<file path="config.mk">
export PLATFORM = sky130hd
export DESIGN_NAME = cpc_fifo_host_ctrl_flat
export DESIGN_NICKNAME = d
export VERILOG_FILES = /design/src/rtl/cpc_fifo_host_ctrl_pkg.sv /design/src/rtl/cpc_fifo_host_ctrl_if.sv /design/src/rtl/cpc_sync2.sv /design/src/rtl/cpc_fifo_host_ctrl.sv /design/src/flat_wrapper.sv
export SDC_FILE = /design/constraint.sdc
export NUM_CORES = 1
export LEC_CHECK = 0
export BUFFER_PORTS_ARGS = -buffer_cell sky130_fd_sc_hd__buf_4
export CORE_MARGIN = 8
export CORE_UTILIZATION = 54
export CTS_CLUSTER_SIZE = 30
export DETAILED_ROUTE_END_ITERATION = 7
export HOLD_SLACK_MARGIN = 0.12
export PLACE_DENSITY = 0.9
export SLEW_MARGIN = 20
export SYNTH_ARGS = -nofsm -noshare
export SYNTH_HDL_FRONTEND = slang
export SYNTH_SLANG_ARGS = --single-unit
</file>
<file path="constraint.sdc">
create_clock -name CLK -period 2.3 [get_ports CLK]
set_input_delay 0 -clock CLK [delete_from_list [all_inputs] [get_ports CLK]]
set_output_delay 0 -clock CLK [all_outputs]
set_load 0.005 [all_outputs]
</file>
<file path="src/rtl/cpc_fifo_host_ctrl_pkg.sv">
// Shared types and constants for the CPC host-side FIFO controller.
package cpc_fifo_pkg;

  typedef enum logic [2:0] {
    IDLE    = 3'd0,
    WR_SI   = 3'd1,
    RD_DATA = 3'd2,
    RD_SOB  = 3'd3,
    RD_STAT = 3'd4,
    RST     = 3'd5,
    DONE    = 3'd6
  } state_e;

  // Status byte layout returned on the status/control port
  localparam int STAT_DOR = 0;
  localparam int STAT_DIR = 1;
  localparam int STAT_UNF = 6;
  localparam int STAT_OVF = 7;

  // Control write bit that fires a FIFO master reset
  localparam int CTRL_RST_BIT = 7;

  localparam logic [15:0] DEF_BASE_ADDR = 16'hFD80;

endpackage

</file>
<file path="src/rtl/cpc_fifo_host_ctrl_if.sv">
// Z80 I/O bus as seen by the FIFO controller.
// master = CPU side, slave = controller side.
interface cpc_fifo_host_ctrl_if;
  logic [15:0] A;
  logic [7:0]  D_IN;
  logic [7:0]  D_OUT;
  logic        D_OE;
  logic        IOREQ_B;
  logic        RD_B;
  logic        WR_B;
  logic        READY;

  modport master (output A, D_IN, IOREQ_B, RD_B, WR_B,
                  input  D_OUT, D_OE, READY);
  modport slave  (input  A, D_IN, IOREQ_B, RD_B, WR_B,
                  output D_OUT, D_OE, READY);
endinterface

</file>
<file path="src/rtl/cpc_sync2.sv">
// Generic 2-flop synchroniser with a parameterised reset value.
module cpc_sync2 #(
  parameter int           W       = 1,
  parameter logic [W-1:0] RST_VAL = '0
) (
  input  logic         gclk,
  input  logic         grst_n,
  input  logic [W-1:0] d,
  output logic [W-1:0] q
);

  logic [W-1:0] meta;

  // Two-stage capture of an asynchronous input, synchronous reset
  always_ff @(posedge gclk) begin
    if (!grst_n) begin
      meta <= RST_VAL;
      q    <= RST_VAL;
    end else begin
      meta <= d;
      q    <= meta;
    end
  end

endmodule

</file>
<file path="src/rtl/cpc_fifo_host_ctrl.sv">
// Host-side sequencer for the CPC<->Pi FIFO pair, driven by Z80 I/O cycles.
// Data port at BASE_ADDR, status/control port at BASE_ADDR+1.
// Optional macro CPC_FIFO_WAIT_EN: stall the Z80 via READY while the FIFO
// is full (write) or empty (read), for up to 255 cycles.
module cpc_fifo_host_ctrl
  import cpc_fifo_pkg::*;
#(
  parameter logic [15:0] BASE_ADDR  = DEF_BASE_ADDR,
  parameter int          SI_CYCLES  = 2,
  parameter int          SOB_CYCLES = 2,
  parameter int          RST_CYCLES = 4
) (
  input  logic                 CLK,
  input  logic                 RESET_B,
  cpc_fifo_host_ctrl_if.slave  bus,
  input  logic                 fifo_host_dir,
  input  logic                 fifo_host_dor,
  output logic                 host_fifo_si,
  output logic                 host_fifo_sob,
  output logic                 host_fifo_oeb,
  output logic                 host_fifo_reset
);

  logic [2:0] strb_s;
  logic [1:0] flag_s;
  logic       iorq_s, rd_s, wr_s, dir_s, dor_s;

  cpc_sync2 #(.W(3), .RST_VAL(3'b111)) u_sync_strb (
    .gclk   (CLK),
    .grst_n (RESET_B),
    .d      ({bus.IOREQ_B, bus.RD_B, bus.WR_B}),
    .q      (strb_s)
  );

  cpc_sync2 #(.W(2), .RST_VAL(2'b00)) u_sync_flag (
    .gclk   (CLK),
    .grst_n (RESET_B),
    .d      ({fifo_host_dir, fifo_host_dor}),
    .q      (flag_s)
  );

  assign iorq_s = strb_s[2];
  assign rd_s   = strb_s[1];
  assign wr_s   = strb_s[0];
  assign dir_s  = flag_s[1];
  assign dor_s  = flag_s[0];

  logic start, sel_data, sel_stat, is_wr;
  assign start    = !iorq_s && (!rd_s || !wr_s);
  assign sel_data = (bus.A == BASE_ADDR);
  assign sel_stat = (bus.A == (BASE_ADDR | 16'h0001));
  assign is_wr    = !wr_s;

  state_e     state;
  logic [7:0] cnt;
  logic [7:0] mr_cnt;
  logic       ovf, unf;
  logic       d_oe_q;
  logic [7:0] d_out_q;
  logic [7:0] stat_byte;

  // Status byte as seen at RD_STAT entry
  always_comb begin
    stat_byte           = '0;
    stat_byte[STAT_OVF] = ovf;
    stat_byte[STAT_UNF] = unf;
    stat_byte[STAT_DIR] = dir_s;
    stat_byte[STAT_DOR] = dor_s;
  end

`ifdef CPC_FIFO_WAIT_EN
  logic       ready_q;
  logic [7:0] wcnt;
  assign bus.READY = ready_q;
`else
  assign bus.READY = 1'b1;
`endif

  assign bus.D_OUT = d_out_q;
  assign bus.D_OE  = d_oe_q;

  // Access sequencer: one FIFO action per I/O cycle, plus MR pulse timer
  always_ff @(posedge CLK) begin
    if (!RESET_B) begin
      state           <= IDLE;
      cnt             <= '0;
      mr_cnt          <= 8'(RST_CYCLES);
      host_fifo_reset <= 1'b1;
      host_fifo_si    <= 1'b0;
      host_fifo_sob   <= 1'b1;
      host_fifo_oeb   <= 1'b1;
      d_oe_q          <= 1'b0;
      d_out_q         <= '0;
      ovf             <= 1'b0;
      unf             <= 1'b0;
`ifdef CPC_FIFO_WAIT_EN
      ready_q         <= 1'b1;
      wcnt            <= '0;
`endif
    end else begin
      // MR stays high while the timer is non-zero; RST reloads it
      if (mr_cnt != 8'd0) mr_cnt <= mr_cnt - 8'd1;
      host_fifo_reset <= (mr_cnt != 8'd0);

      case (state)
        IDLE: begin
`ifdef CPC_FIFO_WAIT_EN
          ready_q <= 1'b1;
          wcnt    <= '0;
`endif
          if (start) begin
            if (sel_data && is_wr) begin
              if (dir_s) begin
                host_fifo_si <= 1'b1;
                cnt          <= 8'(SI_CYCLES - 1);
                state        <= WR_SI;
              end
`ifdef CPC_FIFO_WAIT_EN
              // Hold the Z80 and re-evaluate next cycle
              else if (wcnt != 8'hFF) begin
                ready_q <= 1'b0;
                wcnt    <= wcnt + 8'd1;
              end
`endif
              else begin
                ovf   <= 1'b1;
                state <= DONE;
              end
            end else if (sel_data) begin
              if (dor_s) begin
                host_fifo_oeb <= 1'b0;
                state         <= RD_DATA;
              end
`ifdef CPC_FIFO_WAIT_EN
              else if (wcnt != 8'hFF) begin
                ready_q <= 1'b0;
                wcnt    <= wcnt + 8'd1;
              end
`endif
              else begin
                // Empty FIFO: float-high byte from us, FIFO stays off the bus
                unf     <= 1'b1;
                d_oe_q  <= 1'b1;
                d_out_q <= 8'hFF;
                state   <= DONE;
              end
            end else if (sel_stat && is_wr) begin
              if (bus.D_IN[CTRL_RST_BIT]) begin
                mr_cnt          <= 8'(RST_CYCLES - 1);
                host_fifo_reset <= 1'b1;
                ovf             <= 1'b0;
                unf             <= 1'b0;
                state           <= RST;
              end else begin
                state <= DONE;
              end
            end else if (sel_stat) begin
              d_oe_q  <= 1'b1;
              d_out_q <= stat_byte;
              state   <= RD_STAT;
            end
          end
        end

        WR_SI: begin
          if (cnt == 8'd0) begin
            host_fifo_si <= 1'b0;
            state        <= DONE;
          end else begin
            cnt <= cnt - 8'd1;
          end
        end

        RD_DATA: begin
          if (rd_s || iorq_s) begin
            host_fifo_oeb <= 1'b1;
            host_fifo_sob <= 1'b0;
            cnt           <= 8'(SOB_CYCLES - 1);
            state         <= RD_SOB;
          end
        end

        RD_SOB: begin
          if (cnt == 8'd0) begin
            host_fifo_sob <= 1'b1;
            state         <= DONE;
          end else begin
            cnt <= cnt - 8'd1;
          end
        end

        RD_STAT: begin
          if (rd_s || iorq_s) begin
            d_oe_q  <= 1'b0;
            d_out_q <= '0;
            ovf     <= 1'b0;
            unf     <= 1'b0;
            state   <= DONE;
          end
        end

        RST: begin
          if (mr_cnt == 8'd0) state <= DONE;
        end

        DONE: begin
          if (iorq_s) begin
            d_oe_q  <= 1'b0;
            d_out_q <= '0;
            state   <= IDLE;
          end
        end

        default: state <= IDLE;
      endcase
    end
  end

endmodule

</file>
<file path="src/flat_wrapper.sv">
// flat-port wrapper written by rule: the top's interface ports become plain ports
module cpc_fifo_host_ctrl_flat import cpc_fifo_pkg::*;
#(
  parameter logic [15:0] BASE_ADDR  = DEF_BASE_ADDR,
  parameter int          SI_CYCLES  = 2,
  parameter int          SOB_CYCLES = 2,
  parameter int          RST_CYCLES = 4
)
  (CLK, RESET_B, fifo_host_dir, fifo_host_dor, host_fifo_si, host_fifo_sob, host_fifo_oeb, host_fifo_reset, bus_A, bus_D_IN, bus_IOREQ_B, bus_RD_B, bus_WR_B, bus_D_OUT, bus_D_OE, bus_READY);
  cpc_fifo_host_ctrl_if bus_i ();
  input  logic CLK;
  input  logic RESET_B;
  input  logic fifo_host_dir;
  input  logic fifo_host_dor;
  output logic host_fifo_si;
  output logic host_fifo_sob;
  output logic host_fifo_oeb;
  output logic host_fifo_reset;
  input wire logic [$bits(bus_i.A)-1:0] bus_A;
  input wire logic [$bits(bus_i.D_IN)-1:0] bus_D_IN;
  input wire logic [$bits(bus_i.IOREQ_B)-1:0] bus_IOREQ_B;
  input wire logic [$bits(bus_i.RD_B)-1:0] bus_RD_B;
  input wire logic [$bits(bus_i.WR_B)-1:0] bus_WR_B;
  output wire logic [$bits(bus_i.D_OUT)-1:0] bus_D_OUT;
  output wire logic [$bits(bus_i.D_OE)-1:0] bus_D_OE;
  output wire logic [$bits(bus_i.READY)-1:0] bus_READY;
  assign bus_i.A = bus_A;
  assign bus_i.D_IN = bus_D_IN;
  assign bus_i.IOREQ_B = bus_IOREQ_B;
  assign bus_i.RD_B = bus_RD_B;
  assign bus_i.WR_B = bus_WR_B;
  assign bus_D_OUT = bus_i.D_OUT;
  assign bus_D_OE = bus_i.D_OE;
  assign bus_READY = bus_i.READY;
  cpc_fifo_host_ctrl #(.BASE_ADDR(BASE_ADDR), .SI_CYCLES(SI_CYCLES), .SOB_CYCLES(SOB_CYCLES), .RST_CYCLES(RST_CYCLES)) u_core (.CLK(CLK), .RESET_B(RESET_B), .bus(bus_i), .fifo_host_dir(fifo_host_dir), .fifo_host_dor(fifo_host_dor), .host_fifo_si(host_fifo_si), .host_fifo_sob(host_fifo_sob), .host_fifo_oeb(host_fifo_oeb), .host_fifo_reset(host_fifo_reset));
endmodule
</file>
=== Yosys cells after proc, flatten, opt, wreduce, memory -nomap -nowiden ===
Cells that the tools add are included.
W data, S select, Z words.

* Reductions and logical operators: 27
* Add/sub/neg operators: 2
* Eq/ne operators: 32
* Muxes and demuxes: 75

{| class="wikitable"
|+ Operator list
! operator !! count
|-
| $mux W8 || 20
|-
| $pmux W8 S3 || 2
|-
| $mux W3 || 12
|-
| $mux W1 || 33
|-
| $eq A16 B16 Y1 const B || 2
|-
| $reduce_and A7 Y1 || 3
|-
| $ne A2 B1 Y1 const B || 9
|-
| $pmux W3 S6 || 1
|-
| $logic_not A8 Y1 || 2
|-
| $sub A8 B1 Y8 const B || 2
|-
| $reduce_and A6 Y1 || 2
|-
| $ne A2 B2 Y1 const B || 5
|-
| $pmux W1 S2 || 5
|-
| $eq A3 B3 Y1 const B || 3
|-
| $ne A3 B1 Y1 const B || 3
|-
| $ne A3 B2 Y1 const B || 3
|-
| $ne A3 B3 Y1 const B || 3
|-
| $reduce_and A8 Y1 || 1
|-
| $reduce_bool A2 Y1 || 4
|-
| $reduce_bool A8 Y1 || 1
|-
| $eq A3 B2 Y1 const B || 2
|-
| $reduce_bool A3 Y1 || 2
|-
| $ne A5 B1 Y1 const B || 1
|-
| $reduce_and A5 Y1 || 1
|-
| other kinds (9) || 14
|}

* Bits in registers: 44
* Input port bits: 31
* Logic and storage cells: 151
* Output and inout port bits: 14

=== Logic depth before layout (Yosys ltp) ===
* Word-level depth: 8
* Depth in mapped cells: 8
* Depth with buffers taken out: 7

=== By module ===
A second synthesis with hierarchy kept.

* Cell total of the unflattened synthesis: 258
* Area, all modules: 2143.3 µm²

{| class="wikitable"
|+ Modules (own cells, without submodules)
! module !! times used !! area each (µm²) !! cells each !! sequential area each (µm²)
|-
| cpc_fifo_host_ctrl || 1 || 1880.6 || 238 || 620.6
|-
| cpc_sync2 (u_core.u_sync_strb) || 1 || 157.7 || 12 || 120.1
|-
| cpc_sync2 (u_core.u_sync_flag) || 1 || 105.1 || 8 || 80.1
|}

=== Worst setup path after synthesis ===
No wires, ideal clock.

* Kind: register to register
* Start point: register u_core.mr_cnt[3]
* End point: register u_core.state[1]
* Required time: 2.227 ns
* Buffers on the path: 1
* Data arrival time: 1.769 ns
* Setup time: 0.073 ns
* Cell stages (with the launch flop): 7
* Slack: 0.457 ns
* Path through: dfxtp_1 -> or3_4 -> or4_1 -> buf_2 -> a311oi_2 -> a22oi_1 -> nor3_2

* Cells in the longest elaborated chain, start to end: 3

{| class="wikitable"
|+ Ends and longest elaborated chain
! what !! RTL line !! source
|-
| from (decl) || cpc_fifo_host_ctrl.sv:56 || <nowiki>logic [7:0] mr_cnt;</nowiki>
|-
| from (signal assigned) || cpc_fifo_host_ctrl.sv:87 || <nowiki>mr_cnt <= 8'(RST_CYCLES);</nowiki>
|-
| from (signal assigned) || cpc_fifo_host_ctrl.sv:102 || <nowiki>if (mr_cnt != 8'd0) mr_cnt <= mr_cnt - 8'd1;</nowiki>
|-
| from (signal assigned) || cpc_fifo_host_ctrl.sv:149 || <nowiki>mr_cnt <= 8'(RST_CYCLES - 1);</nowiki>
|-
| $logic_not A8 Y1 || cpc_fifo_host_ctrl.sv:203 || <nowiki>if (mr_cnt == 8'd0) state <= DONE;</nowiki>
|-
| $ne A2 B1 Y1 (no line) || n/a ||
|-
| $reduce_and A7 Y1 (no line) || n/a ||
|-
| to (signal assigned) || cpc_fifo_host_ctrl.sv:203 ||
|-
| to (signal assigned) || cpc_fifo_host_ctrl.sv:210 || <nowiki>state <= IDLE;</nowiki>
|-
| to (signal assigned) || cpc_fifo_host_ctrl.sv:214 || <nowiki>default: state <= IDLE;</nowiki>
|-
| to (decl) || cpc_fifo_host_ctrl.sv:54 || <nowiki>state_e state;</nowiki>
|}

No other way between the ends.
A chain may end at the register's enable or synchronous reset.

=== Worst setup path after layout ===
* Start point: register u_core.cnt[2]
* End point: register u_core.cnt[7]

* Cells in the longest elaborated chain, start to end: 3

{| class="wikitable"
|+ Ends and longest elaborated chain
! what !! RTL line !! source
|-
| from (decl) || cpc_fifo_host_ctrl.sv:55 || <nowiki>logic [7:0] cnt;</nowiki>
|-
| from (signal assigned) || cpc_fifo_host_ctrl.sv:115 || <nowiki>cnt <= 8'(SI_CYCLES - 1);</nowiki>
|-
| from (signal assigned) || cpc_fifo_host_ctrl.sv:170 || <nowiki>cnt <= cnt - 8'd1;</nowiki>
|-
| from (signal assigned) || cpc_fifo_host_ctrl.sv:178 || <nowiki>cnt <= 8'(SOB_CYCLES - 1);</nowiki>
|-
| $sub A8 B1 Y8 or $logic_not A8 Y1 (tied branches) || n/a ||
|-
| $mux W8 or $ne A2 B2 Y1 (tied branches) || n/a ||
|-
| $pmux W8 S3 or $reduce_and A6 Y1 (tied branches) || n/a ||
|}

Parallel ways exist; a longest one is shown, timed or not. The select of a mux whose other input is x is not followed.

==> qor.yml <==
crit_chain: "or4_1 -> nor3_1 -> mux2_2 -> o2bb2ai_2 -> a311oi_1"
grt_pass1_wl_um: 8520
h-tree-depth: 2
core_area_um2: 3880
power_density_nw_per_um2: 677
cts_buffers: 5
dpl.hpwl_um: 3620
total_power_mw: 1.80
tns_ns: 0
diodes: 0
ir_drop_v: 0.000603
tritoncts: "yes"
r2r_slack_ns: 0.29
fmax_ghz: 0.498
syn-cell-area_um2: 2130
drive_gt1_frac: 0.203
cellLeakagePower_nw: 1.10
rsz0062_at_grt: "false"
drt_iter0_drc: 181
die-area_um2: 6210
hold_path.class: "in -> reg"
io_pins: 45
reg2reg_from: "u_core.cnt[2]$_SDFFE_PN0P_"
yosys.area_share.simple: 0.292
yosysTopAreaCell: "dfxtp_1"
ys_ff_latch: 41
cts.clk_slew.worst_paths_ns: 0.08
yosysSeqAreaShare: 0.385
cts_sinks: 41
synthArstFlopShare: 0
hold_viol: 0
synth_compound_area_frac: 0.178
synth_area_leaders: "dfxtp_1, nand2_1, nand2b_1, mux2i_1, o21ai_0"
fill_cells: 325
die_y_um: 78.8
antenna_found_initial: 0
yosys.area_share.xor_xnor: 0.0247
first_global_vias: 1897
mappedNetlistNets: 289
synth_commonest_cells: "dfxtp_1, nand2_1, nor2_1"
dr_total_vias: 2006
ctsLongestPathBuffers: 2
synthMuxAreaShare: 0.0429
crit_arrival_ns: 2.22
grtUsageTotal: 0.168
tightest_slew_ns: 0.549
viasPerCell: 5.73
hold_path.startpoint: "bus_A[0]"
setup_viol: 0
gp_congestion: 0.941
synth-main-ff-cell: "dfxtp_1"
critPathLaunchType: "register"
fin_util: 0.684
antenna_left: 0
start_util: 0.548
min_period_ns: 2.01
portBuffers: 36
postRouteWirelength_um: 4990
skew_ns: 0.00446
slew_headroom: 0.631
synth_edf_count: 0
status: "completed"
die_x_um: 78.8
min_to: "u_core.bus.D_OUT[5]$_SDFFE_PN0P_"
area_growth_syn_to_layout_pct: 24.7
drc: 0
cts_setup_buffers: 0
rows: 23
synthAdderAreaFrac: 0.0235
max_stage_delay_ns: 0.59
critPathKind: "reg -> reg"
worst_setup_path_end_kind: "register"
nets: 334
drv_cap: 0
reg2reg_depth: 5
grt_max_degree: 30
clock_latency_ns: 0.30
timing.final.crit_share: 0.873
r2r-end: "u_core.cnt[7]$_SDFFE_PN0P_"
clockRootBuffer: "clkbuf_8"
yosysWarnings: 0
slowest_stage: "or4_1"
slew_viol_final: 0
netlist.area_leader.share: 0.385
drt-pass1-iter-count: 4
path_max_fanout: 8
syn_area_per_cell_um2: 8.38
netlist_instances: 254
yosysUniqueCellTypes: 53
yosysMostFrequentCell: "dfxtp_1"
wire_per_inst_um: 14.3
synth_top_family_by_area: "simple AND/OR/NAND/NOR gates"
grt.overflow.total: 0
cp.required_ns: 2.51
hold-path-cell-count: 4
==> area by class of cell <==
type | count | area [um2] | share of cell area
clock buffer | 7 | 96.3 | 0.0363
sequential | 41 | 821 | 0.309
inverter | 8 | 30.0 | 0.0113
timing repair buffer | 55 | 443 | 0.167
tap | 50 | 62.6 | 0.0236
multi-input combinational | 188 | 1200 | 0.451
clock inverter | 1 | 5.00 | 0.00188
==> cells by family (layout without fill, tap and decap cells) <==
logic type	count (synthesis)	count (layout)
adders and majority gates	4	4
AOI/OAI and AO/OA	56	56
muxes	9	9
DFF	41	41
xor gates and xnor gates	6	6
buffers and inverters	25	71
other	1	1
and+or+nand+nor	112	112
==> worst max-delay path by stage <==
| stage | startpoint | endpoint |
|---|---|---|
| after global routing | u_core.cnt[2]$_SDFFE_PN0P_ | u_core.cnt[2]$_SDFFE_PN0P_ |
| after floorplan | u_core.mr_cnt[3]$_SDFF_PN0_ | u_core.state[1]$_SDFFE_PN0P_ |
| after CTS | u_core.cnt[2]$_SDFFE_PN0P_ | u_core.cnt[7]$_SDFFE_PN0P_ |
| after detailed placement | u_core.cnt[2]$_SDFFE_PN0P_ | u_core.cnt[7]$_SDFFE_PN0P_ |
| after global placement | u_core.cnt[2]$_SDFFE_PN0P_ | u_core.cnt[7]$_SDFFE_PN0P_ |
| final | u_core.cnt[2]$_SDFFE_PN0P_ | u_core.cnt[7]$_SDFFE_PN0P_ |
==> power breakdown <==
group,switching (mW),internal (mW)
registers,0.0631,0.782
logic,0.209,0.225
clock network,0.247,0.271
total,0.520,1.28
==> worst max-delay path, delay by kind of cell, from the launching register on <==
family           cells  cell delay [ns]
flip-flops           1             0.36
AND/OR/NAND/NOR      2             0.91
AO/OA/AOI/OAI        2             0.41
multiplexers         1             0.23
==> placed cells by master, fill, tap and decap left out, drive strengths merged, types with 6 or more instances in the layout <==
cell         Yosys  layout
nor2            16      16
nand2           24      24
a21oi           11      11
buf              6      43
and2             6       6
dfxtp           41      41
nand3            7       7
nand2b          13      13
a31oi            7       7
mux2i            8       8
nor3             9       9
o21ai           15      15
inv              8       8
dlygate4sd3      0      12
clkbuf          11       7
or3              6       6
==> through the flow <==
stage	std cells	worst slack (ns)	cell area, um2	hold WS, ns
2_1_floorplan	254	0.457	2130	0.101
3_3_place_gp	330	0.374	2430	0.182
3_5_place_dp	330	0.308	2430	0.187
4_1_cts	350	0.282	2660	0.124
5_1_grt	350	0.173	2660	0.174
6_report	350	0.293	2660	0.131
==> state kept, by name, indices dropped and copies added, names as in the netlist <==
signal	count
u_core.mr_cnt	8
u_core.ovf	1
u_core.cnt	8
u_core.host_fifo_oeb	1
u_core.host_fifo_si	1
u_core.unf	1
u_core.bus.D_OE	1
u_core.state	3
u_core.u_sync_flag.meta	2
u_core.u_sync_flag.q	2
u_core.bus.D_OUT	5
u_core.host_fifo_reset	1
u_core.u_sync_strb.meta	3
u_core.u_sync_strb.q	3
u_core.host_fifo_sob	1
==> layer usage <==
| metal | routed length, um | part of all wire | vias up | GRT usage |
|---|---|---|---|---|
| met5 | 0 | 0 | - | 0 |
| met4 | 60 | 0.012 | 0 | 0.0611 |
| met3 | 372 | 0.075 | 7 | 0.0542 |
| met2 | 2520 | 0.51 | 61 | 0.292 |
| met1 | 2040 | 0.41 | 941 | 0.189 |
| li1 | - | - | 997 | - |
==> timing repair <==
item,CTS,global route
endpoints found under the hold margin,26,0
hold buffers,12,0
gates resized for setup,0,0
Power figures use the tool's default switching activity.
